===== src/rtl/vec_pkg.sv =====
// vec_pkg: shared definitions for the serial vector execution sequencer.
//   op_t     - operation encoding (VADD, VDOT, SMUL, reserved)
//   state_t  - sequencer FSM states
//   MAXW     - width of the intermediate exact-result bus used by the helpers
//   vec_fits - 1 when a signed value is representable in dw signed bits
//   vec_reduce - clamp (sat=1) or pass through (sat=0, caller keeps low dw bits)
package vec_pkg;

  typedef enum logic [1:0] {
    OP_VADD = 2'b00,
    OP_VDOT = 2'b01,
    OP_SMUL = 2'b10,
    OP_RSVD = 2'b11
  } op_t;

  typedef enum logic [1:0] {
    ST_IDLE  = 2'b00,
    ST_READ  = 2'b01,
    ST_DRAIN = 2'b10,
    ST_DONE  = 2'b11
  } state_t;

  // Wide enough for a 2*DW product or the VDOT accumulator at any sane DW.
  localparam int MAXW = 128;

  function automatic logic vec_fits(input logic signed [MAXW-1:0] x, input int dw);
    logic signed [MAXW-1:0] hi;
    logic signed [MAXW-1:0] lo;
    hi = (MAXW'(1) <<< (dw - 1)) - MAXW'(1);
    lo = -hi - MAXW'(1);
    return (x <= hi) && (x >= lo);
  endfunction

  // Wrap is implicit: the caller truncates the returned value to dw bits.
  function automatic logic [MAXW-1:0] vec_reduce(input logic signed [MAXW-1:0] x,
                                                 input int dw, input logic sat);
    logic signed [MAXW-1:0] hi;
    logic signed [MAXW-1:0] lo;
    hi = (MAXW'(1) <<< (dw - 1)) - MAXW'(1);
    lo = -hi - MAXW'(1);
    if (!sat || vec_fits(x, dw)) return x;
    else if (x[MAXW-1]) return lo;
    else return hi;
  endfunction

endpackage


===== src/rtl/vec_lane_alu.sv =====
// vec_lane_alu: one combinational datapath lane.
//   op     in  operation (VADD uses a+b, SMUL uses a*scalar, VDOT uses a*b)
//   a, b   in  DW-bit signed operands
//   scalar in  DW-bit signed SMUL multiplier
//   res    out DW-bit result after saturate/wrap
//   ovf    out exact result does not fit in DW signed bits
//   prod   out full 2*DW-bit signed product (feeds the VDOT adder tree)
module vec_lane_alu
  import vec_pkg::*;
#(
  parameter int DW  = 16,
  parameter int SAT = 1
) (
  input  op_t                    op,
  input  logic signed [DW-1:0]   a,
  input  logic signed [DW-1:0]   b,
  input  logic signed [DW-1:0]   scalar,
  output logic [DW-1:0]          res,
  output logic                   ovf,
  output logic signed [2*DW-1:0] prod
);

  logic signed [DW-1:0]   mul_b;
  logic signed [DW:0]     sum;
  logic signed [MAXW-1:0] exact;

  always_comb begin
    mul_b = (op == OP_SMUL) ? scalar : b;
    prod  = (2*DW)'(a) * (2*DW)'(mul_b);
    sum   = (DW+1)'(a) + (DW+1)'(b);
    exact = (op == OP_VADD) ? MAXW'(sum) : MAXW'(prod);
    ovf   = !vec_fits(exact, DW);
    res   = DW'(vec_reduce(exact, DW, SAT != 0));
  end

endmodule


===== src/rtl/vec_exec_seq.sv =====
// vec_exec_seq: serial vector execution sequencer.
//   Clk1, Reset        clock (rising edge) and synchronous active-high reset
//   start, op, scalar  operation request, accepted only while idle
//   busy, done, V      status: in progress, one-cycle completion, sticky overflow
//   rd_en, rd_idx      operand beat read request (data returns next cycle)
//   a_data, b_data     operand beats, lane i at [i*DW +: DW]
//   wr_en, wr_idx, wr_data  vector result beat write (VADD, SMUL)
//   s_wr, s_data       scalar result write (VDOT)
// Pipeline: read request (cycle k+1) -> operand valid (k+2) -> registered result (k+3).
module vec_exec_seq
  import vec_pkg::*;
#(
  parameter  int DW    = 16,
  parameter  int VLEN  = 16,
  parameter  int LANES = 1,
  parameter  int SAT   = 1,
  localparam int N     = VLEN / LANES,
  localparam int IW    = (N > 1) ? $clog2(N) : 1
) (
  input  logic                Clk1,
  input  logic                Reset,
  input  logic                start,
  input  logic [1:0]          op,
  input  logic [DW-1:0]       scalar,
  output logic                busy,
  output logic                done,
  output logic                V,
  output logic                rd_en,
  output logic [IW-1:0]       rd_idx,
  input  logic [LANES*DW-1:0] a_data,
  input  logic [LANES*DW-1:0] b_data,
  output logic                wr_en,
  output logic [IW-1:0]       wr_idx,
  output logic [LANES*DW-1:0] wr_data,
  output logic                s_wr,
  output logic [DW-1:0]       s_data
);

  localparam int AW = 2*DW + $clog2(VLEN) + 1;

  state_t        state_reg, state_next;
  logic [IW-1:0] cnt_reg, cnt_next;
  logic          drain_reg, drain_next;
  op_t           op_reg;
  logic [DW-1:0] scalar_reg;
  logic          accept;

  // Datapath pipeline registers
  logic                vld_reg;
  logic [IW-1:0]       vidx_reg;
  logic                wr_en_reg;
  logic [IW-1:0]       wr_idx_reg;
  logic [LANES*DW-1:0] wr_data_reg;
  logic                s_wr_reg;
  logic [DW-1:0]       s_data_reg;
  logic                v_reg;
  logic signed [AW-1:0] acc_reg;

  logic [LANES*DW-1:0]   lane_res;
  logic [LANES-1:0]      lane_ovf;
  logic signed [2*DW-1:0] lane_prod [LANES];
  logic signed [AW-1:0]  prod_sum;
  logic signed [MAXW-1:0] dot_ext;
  logic                  dot_ovf;
  logic [DW-1:0]         dot_res;
  logic                  is_vec;

  assign accept = (state_reg == ST_IDLE) && start;
  assign is_vec = (op_reg != OP_VDOT);

  // FSM: state register
  always_ff @(posedge Clk1) begin
    if (Reset) begin
      state_reg  <= ST_IDLE;
      cnt_reg    <= '0;
      drain_reg  <= 1'b0;
      op_reg     <= OP_VADD;
      scalar_reg <= '0;
    end else begin
      state_reg <= state_next;
      cnt_reg   <= cnt_next;
      drain_reg <= drain_next;
      if (accept) begin
        op_reg     <= op_t'(op);
        scalar_reg <= scalar;
      end
    end
  end

  // FSM: next state. DRAIN holds two cycles while the last beat leaves the pipeline.
  always_comb begin
    state_next = state_reg;
    cnt_next   = cnt_reg;
    drain_next = drain_reg;
    case (state_reg)
      ST_IDLE: begin
        if (start) begin
          state_next = (op_t'(op) == OP_RSVD) ? ST_DONE : ST_READ;
          cnt_next   = '0;
        end
      end
      ST_READ: begin
        if (cnt_reg == IW'(N - 1)) begin
          state_next = ST_DRAIN;
          drain_next = 1'b0;
        end else begin
          cnt_next = cnt_reg + IW'(1);
        end
      end
      ST_DRAIN: begin
        if (drain_reg) state_next = ST_DONE;
        else           drain_next = 1'b1;
      end
      ST_DONE: state_next = ST_IDLE;
      default: state_next = ST_IDLE;
    endcase
  end

  // FSM: outputs
  always_comb begin
    busy   = (state_reg != ST_IDLE);
    done   = (state_reg == ST_DONE);
    rd_en  = (state_reg == ST_READ);
    rd_idx = (state_reg == ST_READ) ? cnt_reg : '0;
  end

  for (genvar gi = 0; gi < LANES; gi++) begin : g_lane
    vec_lane_alu #(
      .DW  (DW),
      .SAT (SAT)
    ) u_alu (
      .op     (op_reg),
      .a      (a_data[gi*DW +: DW]),
      .b      (b_data[gi*DW +: DW]),
      .scalar (scalar_reg),
      .res    (lane_res[gi*DW +: DW]),
      .ovf    (lane_ovf[gi]),
      .prod   (lane_prod[gi])
    );
  end

  // VDOT lane-product adder tree
  always_comb begin
    prod_sum = '0;
    for (int i = 0; i < LANES; i++) prod_sum = prod_sum + AW'(lane_prod[i]);
  end

  assign dot_ext = MAXW'(acc_reg);
  assign dot_ovf = !vec_fits(dot_ext, DW);
  assign dot_res = DW'(vec_reduce(dot_ext, DW, SAT != 0));

  always_ff @(posedge Clk1) begin
    if (Reset) begin
      vld_reg     <= 1'b0;
      vidx_reg    <= '0;
      wr_en_reg   <= 1'b0;
      wr_idx_reg  <= '0;
      wr_data_reg <= '0;
      s_wr_reg    <= 1'b0;
      s_data_reg  <= '0;
      v_reg       <= 1'b0;
      acc_reg     <= '0;
    end else begin
      vld_reg   <= rd_en;
      vidx_reg  <= rd_idx;
      wr_en_reg <= vld_reg && is_vec;
      s_wr_reg  <= 1'b0;
      if (accept) begin
        v_reg   <= 1'b0;
        acc_reg <= '0;
      end
      if (vld_reg) begin
        if (is_vec) begin
          wr_idx_reg  <= vidx_reg;
          wr_data_reg <= lane_res;
          if (|lane_ovf) v_reg <= 1'b1;
        end else begin
          acc_reg <= acc_reg + prod_sum;
        end
      end
      // Accumulator is final in the second DRAIN cycle; result lands with done.
      if ((state_reg == ST_DRAIN) && drain_reg && (op_reg == OP_VDOT)) begin
        s_wr_reg   <= 1'b1;
        s_data_reg <= dot_res;
        if (dot_ovf) v_reg <= 1'b1;
      end
    end
  end

  assign wr_en   = wr_en_reg;
  assign wr_idx  = wr_idx_reg;
  assign wr_data = wr_data_reg;
  assign s_wr    = s_wr_reg;
  assign s_data  = s_data_reg;
  assign V       = v_reg;

endmodule


===== config.mk =====
export PLATFORM = sky130hd
export DESIGN_NAME = vec_exec_seq
export DESIGN_NICKNAME = d
export VERILOG_FILES = /design/src/rtl/vec_pkg.sv /design/src/rtl/vec_lane_alu.sv /design/src/rtl/vec_exec_seq.sv
export SDC_FILE = /design/constraint.sdc
export NUM_CORES = 1
export LEC_CHECK = 0
export ABC_AREA = 1
export BUFFER_PORTS_ARGS = -buffer_cell sky130_fd_sc_hd__clkbuf_2
export CORE_ASPECT_RATIO = 1.2
export CORE_MARGIN = 2
export CORE_UTILIZATION = 41
export DETAILED_ROUTE_END_ITERATION = 12
export HOLD_SLACK_MARGIN = 0.05
export PLACE_DENSITY = 0.65
export SETUP_SLACK_MARGIN = 0.15
export SYNTH_ARGS = -nofsm -noshare
export SYNTH_HDL_FRONTEND = slang
export SYNTH_SLANG_ARGS = --single-unit

===== constraint.sdc =====
create_clock -name Clk1 -period 24.3 [get_ports Clk1]
set_input_delay 0 -clock Clk1 [delete_from_list [all_inputs] [get_ports Clk1]]
set_output_delay 0 -clock Clk1 [all_outputs]
set_load 0.05 [all_outputs]

[Word-level counts from Yosys, hierarchy flattened]
Cells that the tools add are included.
Word-level totals
  register bits after elaboration: 106
  word-level logic and storage cells: 76
Cells by class
  add/sub/neg operators: 3
  $mul: 1
  magnitude comparators: 4
  eq/ne operators: 12
  mux-type cells: 27
  reduce and logical (&&, ||, !) cells: 15
Operators with widths (count)
  128-bit by 16-bit greater-or-equal comparator with 1-bit output, second input constant: 1
  128-bit by 16-bit <= comparator with 1-bit output, second input constant: 1
  128-bit two-way mux: 1
  37-bit two-way mux: 3
  16-bit two-way mux: 5
  37-bit by 32-bit adder with 37-bit output: 1
  37-bit by 16-bit greater-or-equal comparator with 1-bit output, second input constant: 1
  37-bit by 16-bit <= comparator with 1-bit output, second input constant: 1
  16-bit by 16-bit multiplier with 32-bit output: 1
  16-bit by 16-bit adder with 17-bit output: 1
  4-bit two-way mux: 3
  2-bit equality test, second input constant: 4
  1-bit two-way mux: 8
  2-bit two-way mux: 4
  2-bit one-hot mux with 4 select lines: 1
  4-bit one-hot mux with 2 select lines: 1
  1-bit logical AND: 6
  2-bit != test, second input constant: 3
  3-bit AND reduction: 2
  2-bit nonzero test: 3
  4-bit by 1-bit adder with 4-bit output, second input constant: 1
  2-bit by 1-bit equality test with 1-bit output, second input constant: 2
  4-bit equality test, second input constant: 1
  2-bit logical NOT: 2
  other kinds (3): 5

[Logic depth before layout (Yosys ltp)]
Gate-level depths: netlist of the first run.
  depth in word-level cells: 11
  depth in mapped cells: 45

[By module]
Synthesis of the first run repeated with hierarchy kept, for this count alone.
Unflattened totals
  cells, all modules: 2764
  area, all modules: 18999.5 um^2
By module, submodules not included
  vec_lane_alu: instances 1, cells each 1673, area an instance 12125.4 um^2, seq. area each 0.0 um^2
  vec_exec_seq: instances 1, cells each 1091, area an instance 6874.1 um^2, seq. area each 2122.0 um^2

[Worst setup path after synthesis of the first run]
No wires, ideal clock.
  path kind: register -> register
  start point: register op_reg[1]
  end point: register acc_reg[35]
  arrival: 7737 ps
  setup slack: 16452 ps
  stages on the path, launching flop included: 36
  path buffers: 1
  cell sequence: dfxtp_1 -> inv_1 -> nor2_1 -> clkbuf_1 -> or2_2 -> o21ai_1 -> nor2_1 -> inv_1 -> fa_1 -> inv_1 -> fa_1 -> fa_1 -> fa_1 -> inv_1 -> fa_1 -> fa_1 -> inv_1 -> ha_1 -> a21oi_1 -> a21boi_0 -> nand2_1 -> a21oi_1 -> nand2_1 -> nand2_1 -> nand2_1 -> ha_1 -> nand2_1 -> nor2_1 -> a211oi_1 -> nor3_1 -> a311oi_1 -> nand3_1 -> nand2_1 -> nand3_1 -> nand3_1 -> inv_1
On the way
  longest elaborated chain between the ends: 6
  elaborated cells on any way between the ends: 7
  classes of those cells: 1 x add/sub; 1 x mul; 2 x eq/ne; 3 x mux
RTL lines
  start, declared: RTL line vec_exec_seq.sv:44  | op_t op_reg;
  start signal, assigned: RTL line vec_exec_seq.sv:84  | op_reg <= op_t'(op);
  2-bit equality test: RTL line vec_lane_alu.sv:28  | mul_b = (op == OP_SMUL) ? scalar : b;
  16-bit two-way mux: RTL line vec_lane_alu.sv:28
  16-bit by 16-bit multiplier with 32-bit output: RTL line vec_lane_alu.sv:29  | prod = (2*DW)'(a) * (2*DW)'(mul_b);
  37-bit by 32-bit adder with 37-bit output: RTL line vec_exec_seq.sv:178  | acc_reg <= acc_reg + prod_sum;
  37-bit two-way mux (*): RTL line vec_exec_seq.sv:173  | if (is_vec) begin
  37-bit two-way mux (*): RTL line vec_exec_seq.sv:172  | if (vld_reg) begin
  end signal, assigned: RTL line vec_exec_seq.sv:178
  end, declared: RTL line vec_exec_seq.sv:57  | logic signed [AW-1:0] acc_reg;
Every way passes the cells marked *; elsewhere a longest branch is shown, timed or not.
A chain may end at the register's enable or synchronous reset.

[Worst setup path after layout of the first run]
  start point: register op_reg[1]
  end point: register acc_reg[32]
The elaborated chain is that of the path after synthesis.

==> flow_summary.json, run 1 <==
{
  "wl_per_cell_um": 17.5,
  "maxCapViolations": 0,
  "setup_tns_ns": 0,
  "synthSimpleGateAreaFrac_pct": 25.2,
  "antenna_cells": 0,
  "final_cell_mix": "568 x nand2_1, 553 x inv_1, 291 x nor2_1",
  "grt_overflow": 0,
  "finClkSkew_ns": 0.0137,
  "synth-seq-cells": 106,
  "synth_area_um2": 18500,
  "dr.first_iter.drc_count": 1175,
  "slew_violations": 0,
  "synth_top_family_by_area": "adder cells",
  "synth_xor_area_share_pct": 1.56,
  "synth_edf_count": 0,
  "slowest_delay_ns": 0.91,
  "tightest_slew_ns": 1.25,
  "async_reset_ff_share_pct": 0,
  "cts_sinks": 106,
  "hp-class": "input port to flop",
  "max-slew-margin-rel_pct": 16.1,
  "end_kind": "flop",
  "worstHoldEndpoint": "cnt_reg[2]$_SDFFE_PP0P_",
  "cts_buffers": 9,
  "critPathKind": "flop to flop",
  "synth-adder-area-share_pct": 38.0,
  "yosysWarnings": 0,
  "r2r_end": "acc_reg[32]$_SDFF_PP0_",
  "fin_crit_sh_pct": 41.1,
  "fp.dieArea_um2": 46900,
  "max_clock_freq_mhz": 100,
  "die_w_um": 198,
  "rsz0062_at_grt": "no",
  "syn_avg_cell_area_um2": 7.01,
  "io_buffers": 98,
  "worstSkewPairLatency_ns": 0.38,
  "antenna_found_initial": 0,
  "critPathSlowestCell": "fa_1",
  "hp-start": "start",
  "worstPathArrival_ns": 10.24,
  "muxShareOfSynthArea_pct": 0,
  "synth_nets": 3101,
  "hold_depth": 5,
  "start_util_pct": 41.4,
  "min_period_ns": 9.99,
  "clockBufferDepth": 2,
  "vias": 17175,
  "outcome": "finished, final reports clean",
  "setup-violations-final": 0,
  "clk_pin_slew_ns": 0.08,
  "h-tree-depth": 3,
  "cts_tree": "done",
  "hold_viol_final": 0,
  "gp_congestion": 0.967,
  "drive_gt1_share_pct": 8.59,
  "wirelength_mm": 58.4,
  "cts-root-buf": "clkbuf_16",
  "core_area_um2": 44800,
  "dp_hpwl_mm": 48.8,
  "route.detailed.drc": 0,
  "final_common_cell": "nand2_1",
  "grt_pass1_wl_mm": 93.5,
  "synth_cells": 2644,
  "ys_types": 52,
  "cts_resized": 0,
  "grt_usage_pct": 25.6,
  "first_global_vias": 17406,
  "synth_compound_area_share_pct": 10.7,
  "synth_seq_area_share_pct": 11.5,
  "synth_ff_type": "dfxtp_1",
  "n_fill_cell": 4636,
  "die_y_um": 237,
  "cp_max_fo": 18,
  "worstRegToRegCells": 35,
  "via_per_inst": 5.15,
  "worst-r2r-setup-slack_ns": 14.31,
  "startpoint": "op_reg[1]$_SDFFE_PP0P_",
  "grt_max_degree": 69,
  "reg2reg_from": "op_reg[1]$_SDFFE_PP0P_",
  "num_rows": 85,
  "ios": 99,
  "largest_reg_flops": 37,
  "syn2layout_area_growth_pct": 8.62,
  "startpoint_type": "flop",
  "required_ns": 24.54,
  "ant_nets": 0,
  "nNetsFinal": 3177,
  "drt-pass1-iter-count": 8
}
-- worst max path at each step --
stage / endpoint
finish: acc_reg[32]$_SDFF_PP0_
global route: acc_reg[36]$_SDFF_PP0_
CTS: acc_reg[32]$_SDFF_PP0_
detailed placement: acc_reg[32]$_SDFF_PP0_
global placement: acc_reg[35]$_SDFF_PP0_
floorplan: acc_reg[35]$_SDFF_PP0_
-- critical path, delay by kind of cell, from the launching register on --
| family | cells | cell delay [ns] |
|---|---|---|
| compound gates | 4 | 1.08 |
| fa+ha+maj | 8 | 4.46 |
| buf+inv | 8 | 1.31 |
| flops | 1 | 0.40 |
| simple gates | 15 | 2.61 |
-- layout make-up --
type | count | area, um2 | share of cell area (%)
Clock inverter | 7 | 88.8 | 0.441
Multi-Input combinational cell | 1894 | 14000 | 69.4
Timing Repair Buffer | 132 | 791 | 3.93
Tap cell | 609 | 762 | 3.79
Inverter | 577 | 2170 | 10.8
Clock buffer | 9 | 225 | 1.12
Sequential cell | 106 | 2120 | 10.5
-- per-layer routing --
metal | share of wire [%] | global-route usage [%]
met3 | 4.4 | 2.31
met4 | 5.3 | 11.8
met5 | 0 | 0
met2 | 50 | 44.5
met1 | 41 | 32.1
-- cell usage after synthesis, drive strengths merged (2+ instances only) --
cell	number	area, um2
nand2	595	2310
inv	570	2140
nor2	305	1190
fa	264	5290
a21oi	167	892
o21ai	141	706
ha	140	1750
nand3	120	648
dfxtp	106	2120
clkbuf	58	218
nand4	27	175
xor2	20	175
or2	18	113
nor3	16	95.1
xnor2	13	114
o21a	10	75.1
a21o	9	67.6
buf	9	62.6
clkinv	7	26.3
nor4	7	43.8
and2	6	37.5
a31oi	5	31.3
nand3b	5	37.5
a211oi	4	30.0
o221ai	4	35.0
a21boi	2	15.0
a221oi	2	17.5
a311oi	2	17.5
a31o	2	17.5
o21bai	2	15.0
o31ai	2	15.0
o41ai	2	17.5
-- kinds of logic (layout without fill, tap and decap cells) --
kind of cell | Yosys count | in the layout
flip-flops | 106 | 106
XOR/XNOR | 33 | 33
buffers and inverters | 644 | 725
adder cells (fa/ha/maj) | 404 | 404
AO/OA/AOI/OAI | 356 | 356
AND/OR/NAND/NOR | 1101 | 1101
-- through the flow --
stage	worst slack, ns	utilization (%)	cell area, um2	hold WS, ns	cells
floorplan	16.45	-	18500	0.167	2644
global placement	14.47	43.8	19600	0.252	3300
detailed placement	14.32	43.8	19600	0.259	3300
CTS	14.29	44.9	20100	0.0604	3334
global route	13.42	44.9	20100	0.121	3334
finish	14.31	44.9	20100	0.0746	3334
-- what timing repair did --
| item | 4_1_cts | 5_1_grt |
|---|---|---|
| hold buffers | 18 | 0 |
| buffers inserted | 0 | 0 |
| endpoints found under the hold margin | 17 | 0 |
Power of run 1 is not shown: default switching activity piles up to over one toggle a cycle in this logic, so the estimate is an artifact.
==> run 2, diff against run 1 <==
clock period = 9.9 ns   (was 24.3 ns; I/O delays follow)
==> flow_summary.json, run 2 (same netlist as run 1, synthesis figures left out) <==
{
  "setup-violations-final": 0,
  "grt_overflow": 0,
  "core_area_um2": 44800,
  "worstPathArrival_ns": 9.11,
  "ant_nets": 0,
  "cts_buffers": 9,
  "worst-r2r-setup-slack_ns": 1.07,
  "required_ns": 10.18,
  "tightest_slew_ns": 1.25,
  "path_delay_family": "adder cells",
  "startpoint": "op_reg[1]$_SDFFE_PP0P_",
  "via_per_inst": 5.09,
  "drt-pass1-iter-count": 6,
  "grt_max_degree": 69,
  "gp_congestion": 0.963,
  "worstHoldEndpoint": "cnt_reg[2]$_SDFFE_PP0P_",
  "die_y_um": 237,
  "cts_sinks": 106,
  "hold_depth": 5,
  "worstRegToRegCells": 39,
  "clk_pin_slew_ns": 0.09,
  "grt_usage_pct": 25.5,
  "route.detailed.drc": 0,
  "num_rows": 85,
  "fin_cells": 3338,
  "wl_per_cell_um": 17.4,
  "outcome": "finished, final reports clean",
  "rsz0062_at_grt": "no",
  "antenna_found_initial": 0,
  "cp_max_fo": 18,
  "min_period_ns": 8.83,
  "first_global_vias": 17028,
  "worstSkewPairLatency_ns": 0.37,
  "clockBufferDepth": 2,
  "nNetsFinal": 3181,
  "drive_gt1_share_pct": 8.76,
  "maxCapViolations": 0,
  "r2r_end": "acc_reg[33]$_SDFF_PP0_",
  "fin_crit_sh_pct": 89.2,
  "antenna_cells": 0,
  "dr.first_iter.drc_count": 1287,
  "n_fill_cell": 4600,
  "startpoint_type": "flop",
  "die_w_um": 198,
  "io_buffers": 98,
  "cts-root-buf": "clkbuf_16",
  "cts_tree": "done",
  "h-tree-depth": 3,
  "design_area_um2": 20200,
  "max_clock_freq_mhz": 113,
  "fin_hold_ws_ns": 0.0694,
  "slowest_delay_ns": 0.55,
  "finClkSkew_ns": 0.0121,
  "placed_area_um2": 19700,
  "fp.dieArea_um2": 46900,
  "max-slew-margin-rel_pct": 16.4,
  "hp-class": "input port to flop",
  "end_kind": "flop",
  "final_common_cell": "nand2_1",
  "final_cell_mix": "568 x nand2_1, 553 x inv_1, 291 x nor2_1",
  "dp_cells": 3304,
  "reg2reg_from": "op_reg[1]$_SDFFE_PP0P_",
  "post_cts_buffers": 0,
  "vias": 17004,
  "critPathKind": "flop to flop",
  "path_buf_inv": 10,
  "critPathSlowestCell": "o21ai_1",
  "crit_top_cell": "nand2_1",
  "grt_pass1_wl_mm": 92.8,
  "hold_viol_final": 0,
  "start_util_pct": 41.4,
  "hp-start": "start",
  "setup_tns_ns": 0,
  "slew_violations": 0,
  "wirelength_mm": 58.2,
  "largest_reg_flops": 37,
  "syn2layout_area_growth_pct": 8.75,
  "ios": 99,
  "dp_hpwl_mm": 49.1
}
[run 2: cell count changes in the layout (fill, tap and decap cells not counted), sizes merged]
cell  previous run  this run
buf             16        20
[run 2: worst max path at each step]
stage,to,slack [ns],cells after the start
floorplan,acc_reg[35]$_SDFF_PP0_,2.05,35
global placement,acc_reg[35]$_SDFF_PP0_,0.97,36
detailed placement,acc_reg[35]$_SDFF_PP0_,0.83,34
CTS,acc_reg[35]$_SDFF_PP0_,0.81,34
global route,acc_reg[35]$_SDFF_PP0_,0.33,35
finish,acc_reg[33]$_SDFF_PP0_,1.07,39
[run 2: area by class of cell]
cell class	instances	area [um2]	area share, %
multi-input combinational	1894	14000	69.3
inverter	577	2170	10.7
sequential	106	2120	10.5
timing repair buffer	136	821	4.07
tap	609	762	3.78
clock buffer	9	225	1.12
clock inverter	7	81.3	0.404
[run 2: repair_timing]
item	CTS	global route
hold buffers	18	0
endpoints found under the hold margin	17	0
resized for setup	0	2
setup endpoints to repair	0	4
[run 2: through the flow]
step	utilization [%]	setup slack (ns)
floorplan	-	2.05
global placement	43.9	0.974
detailed placement	43.9	0.832
CTS	45.0	0.811
global route	45.0	0.326
finish	45.0	1.07
[run 2: routing by layer]
metal	global-route usage, %	routed length (um)
met1	31.9	24000
met2	44.0	28700
met3	2.68	2520
met4	11.5	3010
met5	0	0
[run 2: tightest hold or removal path: stages]
cell and delay [ns]:
clkbuf_2 0.12, nor2_1 0.11, a21oi_1 0.06, nand2_1 0.06, a211oi_1 0.06
Power of run 2 is left out for the same reason.
